===== src/rtl/draw_sequencer_pkg.sv =====
// draw_sequencer_pkg: shared state encoding and pixel field widths for the draw path
package draw_sequencer_pkg;
  localparam int X_W = 8;
  localparam int Y_W = 7;
  localparam int COORD_W = X_W + Y_W;
  localparam int COLOUR_W = 9;
  localparam int PIX_W = COORD_W + COLOUR_W;
  typedef enum logic [2:0] {S_IDLE, S_START, S_WAIT, S_FLUSH, S_DONE} state_t;
endpackage


===== src/rtl/draw_sequencer_pixel_fifo.sv =====
// pixel_fifo: synchronous FIFO buffering pixels between drawers and the VGA adapter
module pixel_fifo
  import draw_sequencer_pkg::*;
#(
  parameter int W = PIX_W,
  parameter int DEPTH = 4
) (
  input  logic                       clk,
  input  logic                       reset,
  input  logic                       push,
  input  logic                       pop,
  input  logic [W-1:0]               din,
  output logic [W-1:0]               dout,
  output logic                       full,
  output logic                       empty,
  output logic [$clog2(DEPTH):0]     count
);
  localparam int AW = $clog2(DEPTH);
  logic [W-1:0] mem [DEPTH];
  logic [AW-1:0] wr, rd;
  logic do_push, do_pop;
  assign full = count == (AW+1)'(DEPTH);
  assign empty = count == '0;
  assign do_pop = pop && !empty;
  assign do_push = push && (!full || do_pop);
  assign dout = empty ? '0 : mem[rd];
  // pointer and occupancy tracking; pointers wrap naturally at the power-of-two depth
  always_ff @(posedge clk or posedge reset)
    if (reset) begin
      wr <= '0;
      rd <= '0;
      count <= '0;
    end else begin
      wr <= wr + AW'(do_push);
      rd <= rd + AW'(do_pop);
      count <= count + (AW+1)'(do_push) - (AW+1)'(do_pop);
    end
  // storage is left unreset; dout is masked while empty
  always_ff @(posedge clk)
    if (do_push) mem[wr] <= din;
endmodule


===== src/rtl/draw_sequencer.sv =====
// draw_sequencer: starts drawers in turn each frame and owns the VGA write port
module draw_sequencer
  import draw_sequencer_pkg::*;
#(
  parameter int N_CLIENTS = 4,
  parameter int FIFO_DEPTH = 4,
  parameter int TIMEOUT_CYCLES = 65535
) (
  input  logic                          clk,
  input  logic                          reset,
  input  logic                          frame_tick,
  output logic [N_CLIENTS-1:0]          start_draw,
  input  logic [N_CLIENTS-1:0]          client_done,
  input  logic [N_CLIENTS-1:0]          client_wren,
  input  logic [COORD_W*N_CLIENTS-1:0]  client_coord,
  input  logic [COLOUR_W*N_CLIENTS-1:0] client_colour,
  output logic                          client_stall,
  output logic                          vga_plot,
  output logic [X_W-1:0]                vga_x,
  output logic [Y_W-1:0]                vga_y,
  output logic [COLOUR_W-1:0]           vga_colour,
  input  logic                          vga_ready,
  output logic                          busy,
  output logic                          frame_done,
  output logic [N_CLIENTS-1:0]          timeout_err,
  output logic                          overflow_err,
  output logic [7:0]                    frames_dropped
);
  localparam int CW = N_CLIENTS > 1 ? $clog2(N_CLIENTS) : 1;
  localparam int NW = $clog2(FIFO_DEPTH) + 1;
  state_t state;
  logic [CW-1:0] cur;
  logic [15:0] tcnt;
  logic wren_cur, full, empty, push, pop, ovf;
  logic [NW-1:0] count;
  logic [PIX_W-1:0] pix_in, pix_out;
  assign wren_cur = state == S_WAIT && client_wren[cur];
  assign pix_in = {client_coord[COORD_W*int'(cur) +: COORD_W], client_colour[COLOUR_W*int'(cur) +: COLOUR_W]};
  assign pop = vga_plot && vga_ready;
  assign push = wren_cur && (!full || pop);
  assign ovf = wren_cur && full && !pop;
  assign vga_plot = !empty;
  assign {vga_x, vga_y, vga_colour} = pix_out;
  assign client_stall = count >= NW'(FIFO_DEPTH - 1);
  assign busy = state != S_IDLE;
  pixel_fifo #(.W(PIX_W), .DEPTH(FIFO_DEPTH)) u_fifo (
    .clk(clk), .reset(reset), .push(push), .pop(pop), .din(pix_in),
    .dout(pix_out), .full(full), .empty(empty), .count(count)
  );
  // frame sequencing: start pulse, wait for done or timeout, drain, next client
  always_ff @(posedge clk or posedge reset)
    if (reset) begin
      state <= S_IDLE;
      cur <= '0;
      tcnt <= '0;
      start_draw <= '0;
      frame_done <= 1'b0;
      timeout_err <= '0;
      overflow_err <= 1'b0;
      frames_dropped <= '0;
    end else begin
      start_draw <= '0;
      frame_done <= 1'b0;
      if (frame_tick && busy && frames_dropped != 8'hff) frames_dropped <= frames_dropped + 8'd1;
      if (ovf) overflow_err <= 1'b1;
      case (state)
        S_IDLE:
          if (frame_tick) begin
            cur <= '0;
            start_draw <= N_CLIENTS'(1);
            state <= S_START;
          end
        S_START: begin
          tcnt <= '0;
          state <= S_WAIT;
        end
        S_WAIT:
          if (client_done[cur]) state <= S_FLUSH;
          else if (tcnt == 16'(TIMEOUT_CYCLES - 1)) begin
            timeout_err[cur] <= 1'b1;
            state <= S_FLUSH;
          end else tcnt <= tcnt + 16'd1;
        S_FLUSH:
          if (empty) begin
            if (cur == CW'(N_CLIENTS - 1)) begin
              frame_done <= 1'b1;
              state <= S_DONE;
            end else begin
              cur <= cur + 1'b1;
              start_draw <= N_CLIENTS'(1) << (cur + 1'b1);
              state <= S_START;
            end
          end
        S_DONE: state <= S_IDLE;
        default: state <= S_IDLE;
      endcase
    end
endmodule


===== config.mk =====
export PLATFORM = sky130hd
export DESIGN_NAME = draw_sequencer
export DESIGN_NICKNAME = d
export VERILOG_FILES = /design/src/rtl/draw_sequencer_pkg.sv /design/src/rtl/draw_sequencer_pixel_fifo.sv /design/src/rtl/draw_sequencer.sv
export SDC_FILE = /design/constraint.sdc
export NUM_CORES = 1
export LEC_CHECK = 0
export CAP_MARGIN = 40
export CORE_UTILIZATION = 54
export CTS_BUF_LIST = sky130_fd_sc_hd__clkbuf_8 sky130_fd_sc_hd__clkbuf_16
export CTS_CLUSTER_DIAMETER = 100
export CTS_CLUSTER_SIZE = 30
export DETAILED_ROUTE_END_ITERATION = 8
export GPL_TIMING_DRIVEN = 1
export PLACE_DENSITY = 0.84
export SETUP_SLACK_MARGIN = 0.4
export SLEW_MARGIN = 25
export SYNTH_ARGS = -nofsm -noshare
export SYNTH_HDL_FRONTEND = slang
export SYNTH_SLANG_ARGS = --single-unit

===== constraint.sdc =====
create_clock -name clk -period 6.4 [get_ports clk]
set_clock_uncertainty 0.15 [all_clocks]
set_input_delay 0.64 -clock clk [delete_from_list [all_inputs] [get_ports clk]]
set_output_delay 0.64 -clock clk [all_outputs]
set_load 0.005 [all_outputs]

**Word-level counts from Yosys, hierarchy flattened**

Memory sizes are Yosys's and may differ from the RTL's.
Index checks and enable logic that the tools add are counted.
W data, S select, Z words.

- Register bits: 46
- Bits in writable memories: 96
- Input bits: 108
- Word-level logic and storage cells: 95
- Memories: 1

Memories:

| memory | depth | width | rd ports | clocked after memory_dff | wr ports | RTL line | RTL |
|---|---|---|---|---|---|---|---|
| u_fifo.mem | 4 | 24 | 1 | 0 | 1 | draw_sequencer_pixel_fifo.sv:19 | `logic [W-1:0] mem [DEPTH];` |

- $add $sub $neg: 7
- Multiply operators: 2
- Order comparisons: 3
- Eq/ne operators: 13
- Shift-type cells: 3
- Mux-type cells: 29
- Bitwise gates (word level): 2
- Reduce and logical (&&, ||, !) cells: 24

Operators with widths:

| kind | count |
|---|---|
| $shiftx A60 B7 Y15 | 1 |
| $shiftx A36 B7 Y9 | 1 |
| $mux W16 | 2 |
| $pmux W16 S2 | 1 |
| $mux W24 | 1 |
| $add A16 B1 Y16 const B | 1 |
| $eq A16 B16 Y1 const B | 1 |
| $mux W3 | 5 |
| $mul A4 B2 Y6 const A | 2 |
| $pmux W3 S4 | 1 |
| $logic_and A1 B1 Y1 | 10 |
| $mux W1 | 9 |
| $reduce_and A3 Y1 | 3 |
| $add A8 B1 Y8 const B | 1 |
| $mux W4 | 2 |
| $ne A2 B2 Y1 const B | 4 |
| $ne A8 B8 Y1 const B | 1 |
| $pmux W4 S2 | 1 |
| $eq A3 B2 Y1 const B | 2 |
| $logic_not A3 Y1 | 2 |
| $mux W2 | 3 |
| $add A2 B1 Y2 | 2 |
| $bmux W1 S2 | 2 |
| $or A4 B4 Y4 | 1 |
| other kinds (20) | 24 |

**Depth between registers and ports, before layout**

Gate-level depths: netlist (run 1).

- Depth after elaboration: 8
- Depth in mapped cells: 9
- Mapped depth without buffers: 8

**Cells and area by module**

From an unflattened synthesis (run 1), not the netlist that was laid out.

- Cell total of the unflattened synthesis: 413
- Area, all modules: 6,804.0 sq um

By module, submodules not included:

| module | instances | cells an instance | area each (sq um) |
|---|---|---|---|
| pixel_fifo | 1 | 183 | 4,186.5 |
| draw_sequencer | 1 | 230 | 2,617.5 |

**Worst setup path after synthesis (run 1)**

No wires, ideal clock.

- Path type: register -> register
- Start: register state[0]
- End: memory u_fifo.mem[0][0] in the netlist's numbering, enable pin
- Setup time: 0.435 ns
- Arrival: 2.887 ns
- Path slack: 2.928 ns
- Stages on the path, launching flop included: 6
- Path through: dfrtp_1 > buf_2 > or3b_1 > nand2b_1 > nand2b_1 > nor3_1

- Longest elaborated chain between the ends: 6

RTL lines:

| item | RTL line | RTL |
|---|---|---|
| from (decl) | draw_sequencer.sv:31 | `state_t state;` |
| from (signal assigned) | draw_sequencer.sv:53 | `state <= S_IDLE;` |
| from (signal assigned) | draw_sequencer.sv:71 | `state <= S_START;` |
| from (signal assigned) | draw_sequencer.sv:75 | `state <= S_WAIT;` |
| $eq A3 B2 Y1 | draw_sequencer.sv:37 | `assign wren_cur = state == S_WAIT && client_wren[cur];` |
| $logic_and A1 B1 Y1 | draw_sequencer.sv:37 |  |
| $logic_and A1 B1 Y1 | draw_sequencer.sv:40 | `assign push = wren_cur && (!full \|\| pop);` |
| $logic_and A1 B1 Y1 | draw_sequencer_pixel_fifo.sv:25 | `assign do_push = push && (!full \|\| do_pop);` |
| $mux W1 | draw_sequencer_pixel_fifo.sv:40 | `if (do_push) mem[wr] <= din;` |
| $mux W1 (implied by the code) | draw_sequencer_pixel_fifo.sv:40 |  |
| to (decl) | draw_sequencer_pixel_fifo.sv:19 |  |

No other way between the ends.

**Worst setup path after layout (run 1)**

- Start: register u_fifo.rd[0]
- End: output vga_y[4]

- Longest elaborated chain between the ends: 2

RTL lines:

| item | RTL line | RTL |
|---|---|---|
| from (decl) | draw_sequencer_pixel_fifo.sv:20 | `logic [AW-1:0] wr, rd;` |
| from (signal assigned) | draw_sequencer_pixel_fifo.sv:35 | `rd <= rd + AW'(do_pop);` |
| $mem_v2 Z4 W24 | -- |  |
| $mux W24 | draw_sequencer_pixel_fifo.sv:26 | `assign dout = empty ? '0 : mem[rd];` |
| to (decl) | draw_sequencer.sv:20 | `output logic [Y_W-1:0] vga_y,` |

No other way between the ends.

==> results of run 1 <==
-- path summary, 6_finish.rpt --
kind | slack (ns) | cells after the start | endpoint
max in group asynchronous | 5.13 | 3 | u_fifo.rd[0]
worst max-delay path | 3.21 | 4 | vga_y[4]
worst min register to register | 0.31 | 1 | timeout_err[1]
worst max register to register | 3.25 | 7 | u_fifo.mem[1][0]
worst min-delay path | 0.31 | 1 | timeout_err[1]
min in group asynchronous | 0.54 | 3 | state[0]
-- cells in the final DEF, fill, tap and decap left out, drive strengths merged, types with 8 or more instances in the layout --
master and instances:
buf 8, clkbuf 17, clkdlybuf4s50 152, dfrtp 46
edfxtp 96, ha 16, inv 23, mux4 50
nand2 18, nand3 11, nand4 9, nor2 18
nor2b 26, nor3 8, o21ai 20
-- layout make-up --
cell class | instances | share of cell area
clock buffer | 17 | 0.0480
clock inverter | 15 | 0.0126
inverter | 18 | 0.00762
multi-input combinational | 239 | 0.274
sequential | 142 | 0.456
tap | 147 | 0.0208
timing repair buffer | 160 | 0.181
-- metal layers --
layer / GRT usage / vias up / share of wire
li1: - / 1939 / -
met1: 0.287 / 2187 / 0.36
met2: 0.477 / 222 / 0.55
met3: 0.0643 / 30 / 0.069
met4: 0.100 / 0 / 0.021
met5: 0 / - / 0
-- state kept, by name, indices dropped and copies added, names as in the netlist, 2 cells and up --
| signal | flops |
|---|---|
| u_fifo.mem | 96 |
| tcnt | 16 |
| frames_dropped | 8 |
| start_draw | 4 |
| timeout_err | 4 |
| state | 3 |
| u_fifo.count | 3 |
| cur | 2 |
| u_fifo.rd | 2 |
| u_fifo.wr | 2 |
-- kinds of logic (layout without fill, tap and decap cells) --
family	count (synthesis)	after routing	share of synthesized area
compound gates	45	45	0.0439
xor+xnor	10	10	0.0133
fa+ha+maj	17	17	0.0333
buf+inv	37	210	0.0241
flops	142	142	0.611
mux	52	52	0.174
simple gates	115	115	0.101
-- per-stage QoR --
step	setup WS, ns	hold slack [ns]	cells	power [W]
after floorplan	2.93	0.301	418	0.00219
after global placement	3.02	0.292	704	0.00272
after detailed placement	3.21	0.297	706	0.00282
after CTS	3.15	0.314	738	0.00373
after global routing	3.11	0.331	738	0.00388
final	3.21	0.310	738	0.00370
-- power groups by stage --
| stage | Sequential, W | Clock (W) | Combinational (W) |
|---|---|---|---|
| 6_report | 0.00143 | 0.000885 | 0.00138 |
| 3_3_place_gp | 0.00148 | 0 | 0.00123 |
| 3_5_place_dp | 0.00145 | 0 | 0.00137 |
| 2_1_floorplan | 0.00133 | 0 | 0.000854 |
| 4_1_cts | 0.00144 | 0.000894 | 0.00140 |
| 5_1_grt | 0.00146 | 0.000937 | 0.00149 |
-- worst max-delay path, cell delays in order, from the launching register on --
cell and delay, ns:
dfrtp_2 0.58, buf_12 0.24, mux4_2 0.54, nor2b_1 0.16, clkdlybuf4s50_1 0.47
==> flow_summary.json, run 1 <==
{
  "dp_hpwl_um": 10300,
  "htree_levels": 4,
  "fmax_mhz": 313,
  "final_cell_area_um2": 8860,
  "start_util": 0.552,
  "clockRootBuffer": "clkbuf_16",
  "die-area_um2": 12700,
  "wl_per_cell_um": 21.1,
  "cts_buffers": 17,
  "synth.most_common_cell": "edfxtp_1",
  "yosysWarnings": 0,
  "fin_crit_sh": 0.499,
  "yosys-top-cells-area": "edfxtp_1 (44%), dfrtp_1 (17%), mux4_2 (17%), ha_1 (3.0%), nor2b_1 (2.5%)",
  "first_pass_iters": 6,
  "cp.required_ns": 5.61,
  "slew_violations": 0,
  "ctsResizeCount": 0,
  "synthCells": 418,
  "dr.first_iter.drc_count": 268,
  "io_pins": 153,
  "final-setup-viol-count": 0,
  "p_comb_frac": 0.374,
  "relSlewSlack": 0.568,
  "die_y_um": 113,
  "antenna_cells": 0,
  "hp-start": "timeout_err[1]",
  "dpl-instance-area_um2": 8320,
  "p_leak_nw": 3.27,
  "power_frac_clock": 0.239,
  "netlist.area_leader.share": 0.436,
  "drive_above_1_share": 0.179,
  "syn_to_final_growth_pct": 34.2,
  "grt_pass1_vias": 4673,
  "tns_ns": 0,
  "p_sw_frac": 0.316,
  "nFillCells": 740,
  "powerDensity_nw_per_um2": 418,
  "ir_drop_uv": 238,
  "syn_area_um2": 6610,
  "vias": 4378,
  "core_area_um2": 12000,
  "post-route-drc-count": 0,
  "dieWidth_um": 113,
  "via_per_inst": 5.93,
  "grt_pass1_wl_um": 24200,
  "switchingPower_w": 0.00117,
  "ys.flop_type": "edfxtp_1",
  "grt_antenna_before_repair": 0,
  "register_area_um2": 4040,
  "placement_rows": 40,
  "pwr-share-seq": 0.387,
  "outcome": "finished clean",
  "overflow": 0,
  "grt.total_usage": 0.259,
  "grt_max_degree": 47,
  "syn_avg_cell_area_um2": 15.8,
  "synth_area_leader_cell": "edfxtp_1",
  "p_int_w": 0.00253,
  "cap_violations": 0,
  "gp_congestion": 0.794,
  "final_util": 0.741,
  "cp.arrival_ns": 2.40,
  "cts_hold_repair.buffers": 0,
  "grt_setup_unrepaired": "false",
  "clock_latency_ns": 0.41,
  "clock_sinks": 142,
  "yosysSeqAreaShare": 0.611,
  "hold_viol_final": 0,
  "worstSetupPathType": "register to output pin",
  "async_reset_ff_frac": 0.324,
  "cts_tree": "built",
  "wirelength_um": 15600,
  "crit_path_end_kind": "output pin",
  "syn-num-nets": 543,
  "worst_pin_slew_ns": 0.648,
  "crit_path_start_kind": "register",
  "hp-class": "register to register",
  "cp_max_fo": 17,
  "critPathLaunch": "u_fifo.rd[0]",
  "min_period_ns": 3.19,
  "ant_nets": 0,
  "multi_input_area_um2": 2430,
  "synth_edf_count": 96,
  "ys_ff_latch": 142,
  "io_buffers": 152,
  "timing.rr.start": "state[0]",
  "clk_pin_slew_worst_paths_ns": 0.06,
  "final_net_count": 703,
  "cts_max_path_buffers": 2,
  "synth_common_cells": "edfxtp_1 (96), mux4_2 (50), dfrtp_1 (46), nor2b_1 (26), inv_1 (18)",
  "synth_cell_type_count": 52,
  "postCtsSetupRepairBufs": 0
}
No activity file was read; power rests on OpenSTA's default activity.
==> inputs of run 2 (changes only) <==
Settings changed: CORE_UTILIZATION 54 to 50, PLACE_DENSITY 0.84 to 0.79.
Clock period 6.4 ns to 3.3 ns, I/O delays scaled along.
==> flow_summary.json, run 2 (synthesis gave the netlist of run 1 again) <==
{
  "clock_latency_ns": 0.42,
  "pre_cts_ws_ns": 0.636,
  "worst_pin_slew_ns": 0.590,
  "grt_antenna_before_repair": 0,
  "htree_levels": 4,
  "min_period_ns": 2.78,
  "crit_path_end_kind": "output pin",
  "hold_viol_final": 0,
  "cts_tree": "built",
  "final_cells": 767,
  "powerDensity_nw_per_um2": 797,
  "largest_reg_flops": 96,
  "via_per_inst": 5.65,
  "fin_ws_ns": 0.521,
  "outcome": "finished clean",
  "reg_top3": "u_fifo.mem x96, tcnt x16, frames_dropped x8",
  "cts_max_path_buffers": 2,
  "cp.required_ns": 2.82,
  "grt_pass1_wl_um": 22500,
  "die_y_um": 117,
  "antenna_cells": 0,
  "cts_buffers": 17,
  "dr.first_iter.drc_count": 224,
  "grt.total_usage": 0.227,
  "dp_hpwl_um": 9730,
  "crit_path_start_kind": "register",
  "regMostFlops": "u_fifo.mem",
  "wl_per_cell_um": 18.6,
  "start_util": 0.517,
  "first_pass_iters": 5,
  "core_area_um2": 12800,
  "grt_max_degree": 47,
  "final-setup-viol-count": 0,
  "r2r_setup_slack_ns": 0.59,
  "p_leak_nw": 3.29,
  "die-area_um2": 13700,
  "clk_pin_slew_worst_paths_ns": 0.06,
  "final_common_cell": "clkdlybuf4s50_1",
  "cts_hold_repair.buffers": 0,
  "tns_ns": 0,
  "cp.arrival_ns": 2.30,
  "grt_pass1_vias": 4497,
  "io_buffers": 152,
  "fmax_mhz": 360,
  "hp-class": "primary input to async pin",
  "cap_violations": 0,
  "ant_nets": 0,
  "post-route-drc-count": 0,
  "nFillCells": 842,
  "syn_to_final_growth_pct": 34.7,
  "reg2regPathDepth": 6,
  "worstSetupPathType": "register to output pin",
  "overflow": 0,
  "slew_violations": 0,
  "dp_cells": 735,
  "drive_above_1_share": 0.176,
  "mostFrequentLayoutCells": "clkdlybuf4s50_1 (152), edfxtp_1 (96), mux4_2 (50), dfrtp_1 (44), nor2b_1 (26)",
  "clockRootBuffer": "clkbuf_16",
  "relSlewSlack": 0.604,
  "final_util": 0.697,
  "placement_rows": 41,
  "wirelength_um": 14300,
  "final_net_count": 707,
  "power_w": 0.00709,
  "grt_setup_unrepaired": "false",
  "fin_crit_sh": 0.842,
  "dieWidth_um": 117,
  "io_pins": 153,
  "gp_congestion": 0.760,
  "clock_sinks": 142,
  "vias": 4331,
  "ir_drop_uv": 425,
  "cp_max_fo": 24
}
run 2: layout make-up:
type / instances / area, um2 / share of cell area
clock buffer: 17 / 425 / 0.0478
clock inverter: 15 / 106 / 0.0119
tap: 172 / 215 / 0.0242
sequential: 142 / 4040 / 0.454
inverter: 18 / 67.6 / 0.00759
timing repair buffer: 164 / 1620 / 0.181
multi-input combinational: 239 / 2430 / 0.273
run 2: layer usage:
layer  vias to the layer above  share of wire  global-route usage
met4                         0          0.024               0.118
li1                       1942              -                   -
met3                        24          0.066              0.0433
met1                      2189           0.40               0.274
met5                         -              0                   0
met2                       176           0.51               0.391
run 2: path summary, 6_finish.rpt:
path,start,endpoint
max in group asynchronous,reset,u_fifo.rd[0]
max reg2reg,state[0],u_fifo.mem[3][3]
min reg2reg,u_fifo.rd[1],u_fifo.rd[1]
min in group clk,u_fifo.rd[1],u_fifo.rd[1]
min,reset,timeout_err[0]
max,u_fifo.rd[0],vga_x[4]
run 2: what timing repair did:
item	4_1_cts	5_1_grt
setup endpoints to repair	18	0
resized for setup	1	0
setup buffers	0	0
run 2: report_power, final:
group | internal (W) | switching (W)
Clock | 0.00101 | 0.000688
Combinational | 0.00151 | 0.00125
Sequential | 0.00242 | 0.000216
Total | 0.00494 | 0.00215
run 2: per-stage QoR:
stage	area, um2	hold slack [ns]
CTS	8900	0.228
global route	8900	0.297
global placement	8360	0.293
detailed placement	8360	0.305
finish	8900	0.212
floorplan	6610	0.301
run 2: worst max-delay path, stage by stage (launching register included):
cell and delay, ns:
dfrtp_2 0.36, buf_6 0.31, mux4_2 0.58, nor2b_1 0.15, clkdlybuf4s50_1 0.47
==> RTL change: new RTL, config.mk and constraints of run 2 <==
The 5 states of `state_t` get a Gray code encoding in 3 bits.
--- a/src/rtl/draw_sequencer_pkg.sv
+++ b/src/rtl/draw_sequencer_pkg.sv
@@ -7,3 +7,3 @@
   localparam int PIX_W = COORD_W + COLOUR_W;
-  typedef enum logic [2:0] {S_IDLE, S_START, S_WAIT, S_FLUSH, S_DONE} state_t;
+  typedef enum logic [2:0] {S_IDLE = 3'b000, S_START = 3'b001, S_WAIT = 3'b011, S_FLUSH = 3'b010, S_DONE = 3'b110} state_t;
 endpackage
Function: no difference found for any inputs over 4 cycles, from zero or initial values and one cycle with reset high; so few cycles prove little.
==> RTL change against run 2 <==
- synthesized cell count up 4.5%
- setup slack improved by 0.019 ns
- area after synthesis grew 2.3%
- die area increased by 2.2%
- wire length grew 8.1%
- final area rose by 3.0%
- non-clock buffer count up 6
- power increased by 11%
- final cell count increased by 2.7%
- count of clock-buffer cells in the layout unchanged
- sequential cell count did not move
- critical endpoint is now vga_x[5]
==> RTL change: results (changes against run 2) <==
Yosys
  • Syn_nets: 562 (+3.5%)
  • Synth top area share: 0.4267 (-0.009701)
  • Synth cell count leaders: edfxtp_1, mux4_2, dfrtp_1, nand2_1, and2_1
  • Synth Area per Inst: 15.46 um^2 (-2.2%)
  • Synth cell types: 51 (-1.9%)
  • Sequential share of the synthesized area: 0.5971 (-0.01357)
  • Number of synthesized flops with an enable pin: 96 (unchanged)
  • Top post-synthesis cells by area: edfxtp_1, dfrtp_1, mux4_2

STA
  • Worst-Margin Slew: 0.5499 ns (-0.03996 ns)
  • Final hold slack: 0.1148 ns (-0.09755 ns)

Critical path
  • Critical Path Max Stage Delay: 0.64 ns (+0.06 ns)
  • R2r worst-path depth: 4 (-2)
  • Crit-path slowest cell: dfrtp_2
  • Worst R2R Setup Slack: 0.82 ns (+0.23 ns)
  • RR Endpoint: tcnt[10]
  • Worst-path maximum fanout: 17 (-29%)
  • Crit Reg-Reg Startpoint: cur[0]
  • CP arrival: 2.28 ns (-0.02 ns)
  • Top delay family on crit path: buffers and inverters

Route
  • Met3 WL: 1008 um (+7.2%)
  • Via density per instance: 5.784 (+2.4%)
  • Wirelength per Cell: 19.54 um (+5.2%)
  • Vias: 4558 (+5.2%)
  • Wl on met1: 6182 um (+8.4%)
  • DR iter-0 viols: 330 (+47%)
  • DR WL met2: 7961 um (+9.7%)

Global routing
  • Vias in the first global route: 4687 (+4.2%)
  • Total GRT Usage: 0.2312 (+0.004195)
  • GR Util met1: 0.2870 (+0.01282)
  • GRT met3 Usage: 0.05647 (+0.01321)
  • Largest net degree at the start of global routing: 31 (-34%)
  • First-pass GRT wire length: 24410 um (+8.4%)
  • GR Util met2: 0.3974 (+0.006894)

Min path
  • Hold crit path type: in -> async

Place
  • Placed cell area: 8503 um^2 (+1.7%)
  • Setup WS pre-CTS: 0.5430 ns (-0.09329 ns)
  • Placed cell count: 752 (+2.3%)
  • Hpwl dp: 10390 um (+6.8%)
  • GPL Wtd Cong: 0.7706 (+1.4%)

Clocking
  • Worst-Skew Late Latency: 0.40 ns (-0.02 ns)

Power and ir drop
  • Leak: 3.354 nW (+1.8%)
  • VDD IR max: 0.0004123 V (-2.9%)

Final layout
  • Share of layout cells above drive strength 1: 0.1797 (+0.003268)
  • NumNets Final: 724 (+2.4%)
  • Largest regs: u_fifo.mem x96, tcnt x16, frames_dropped x8

Outcome
  • Status: completed
## RTL change: cell count changes after synthesis, moves of 4 or more
cell      before  now
o21ai_1       11    1
nand2_1       17   29
nor2b_1       26    1
a31oi_1        4    0
nor2_1        17    5
buf_2          7    1
o211ai_1       1    7
and2_1         5   26
clkbuf_1       9   20
o21ai_0        9    5
o311ai_0       0    9
or4_1          1    8
## RTL change: worst max path at each step
stage                            end            from  cells after the start  slack [ns]
finish                      vga_x[5]    u_fifo.rd[1]                      4        0.54
global route                vga_x[5]    u_fifo.rd[1]                      4        0.47
CTS                         vga_x[5]    u_fifo.rd[1]                      4        0.52
detailed placement          tcnt[10]  client_done[2]                      5        0.54
global placement            tcnt[10]  client_done[3]                      5        0.62
floorplan           u_fifo.mem[1][0]          cur[1]                      4       -0.24
## RTL change: power by group
| group | switching (mW) | leakage, nW | total, mW | internal (mW) |
|---|---|---|---|---|
| sequential | 0.356 | 1.41 | 2.84 | 2.48 |
| combinational | 1.37 | 1.65 | 3.09 | 1.72 |
| clock | 0.706 | 0.298 | 1.97 | 1.26 |
## RTL change: layout make-up
cell class | instances | area (um^2)
clock buffers | 17 | 425.4
clock inverters | 15 | 192.7
fillers | 868 | 4023
inverters | 15 | 57.56
multi-input cells | 253 | 2562
flip-flops and latches | 142 | 4040
well taps | 176 | 220.2
repair buffers | 170 | 1669
## RTL change: logic make-up (layout without fill, tap and decap cells)
logic type,after synthesis,count (layout),synth area share
adders and majority gates,17,17,0.03260
buffers and inverters,42,217,0.02574
xor gates and xnor gates,10,10,0.01296
muxes,52,52,0.1717
DFF,142,142,0.5971
AOI/OAI and AO/OA,41,41,0.04686
and+or+nand+nor,133,133,0.1130
## RTL change: repair_timing
item	4_1_cts	5_1_grt
buffers inserted	4	0
resized for setup	2	0
endpoints found under the setup margin	11	0
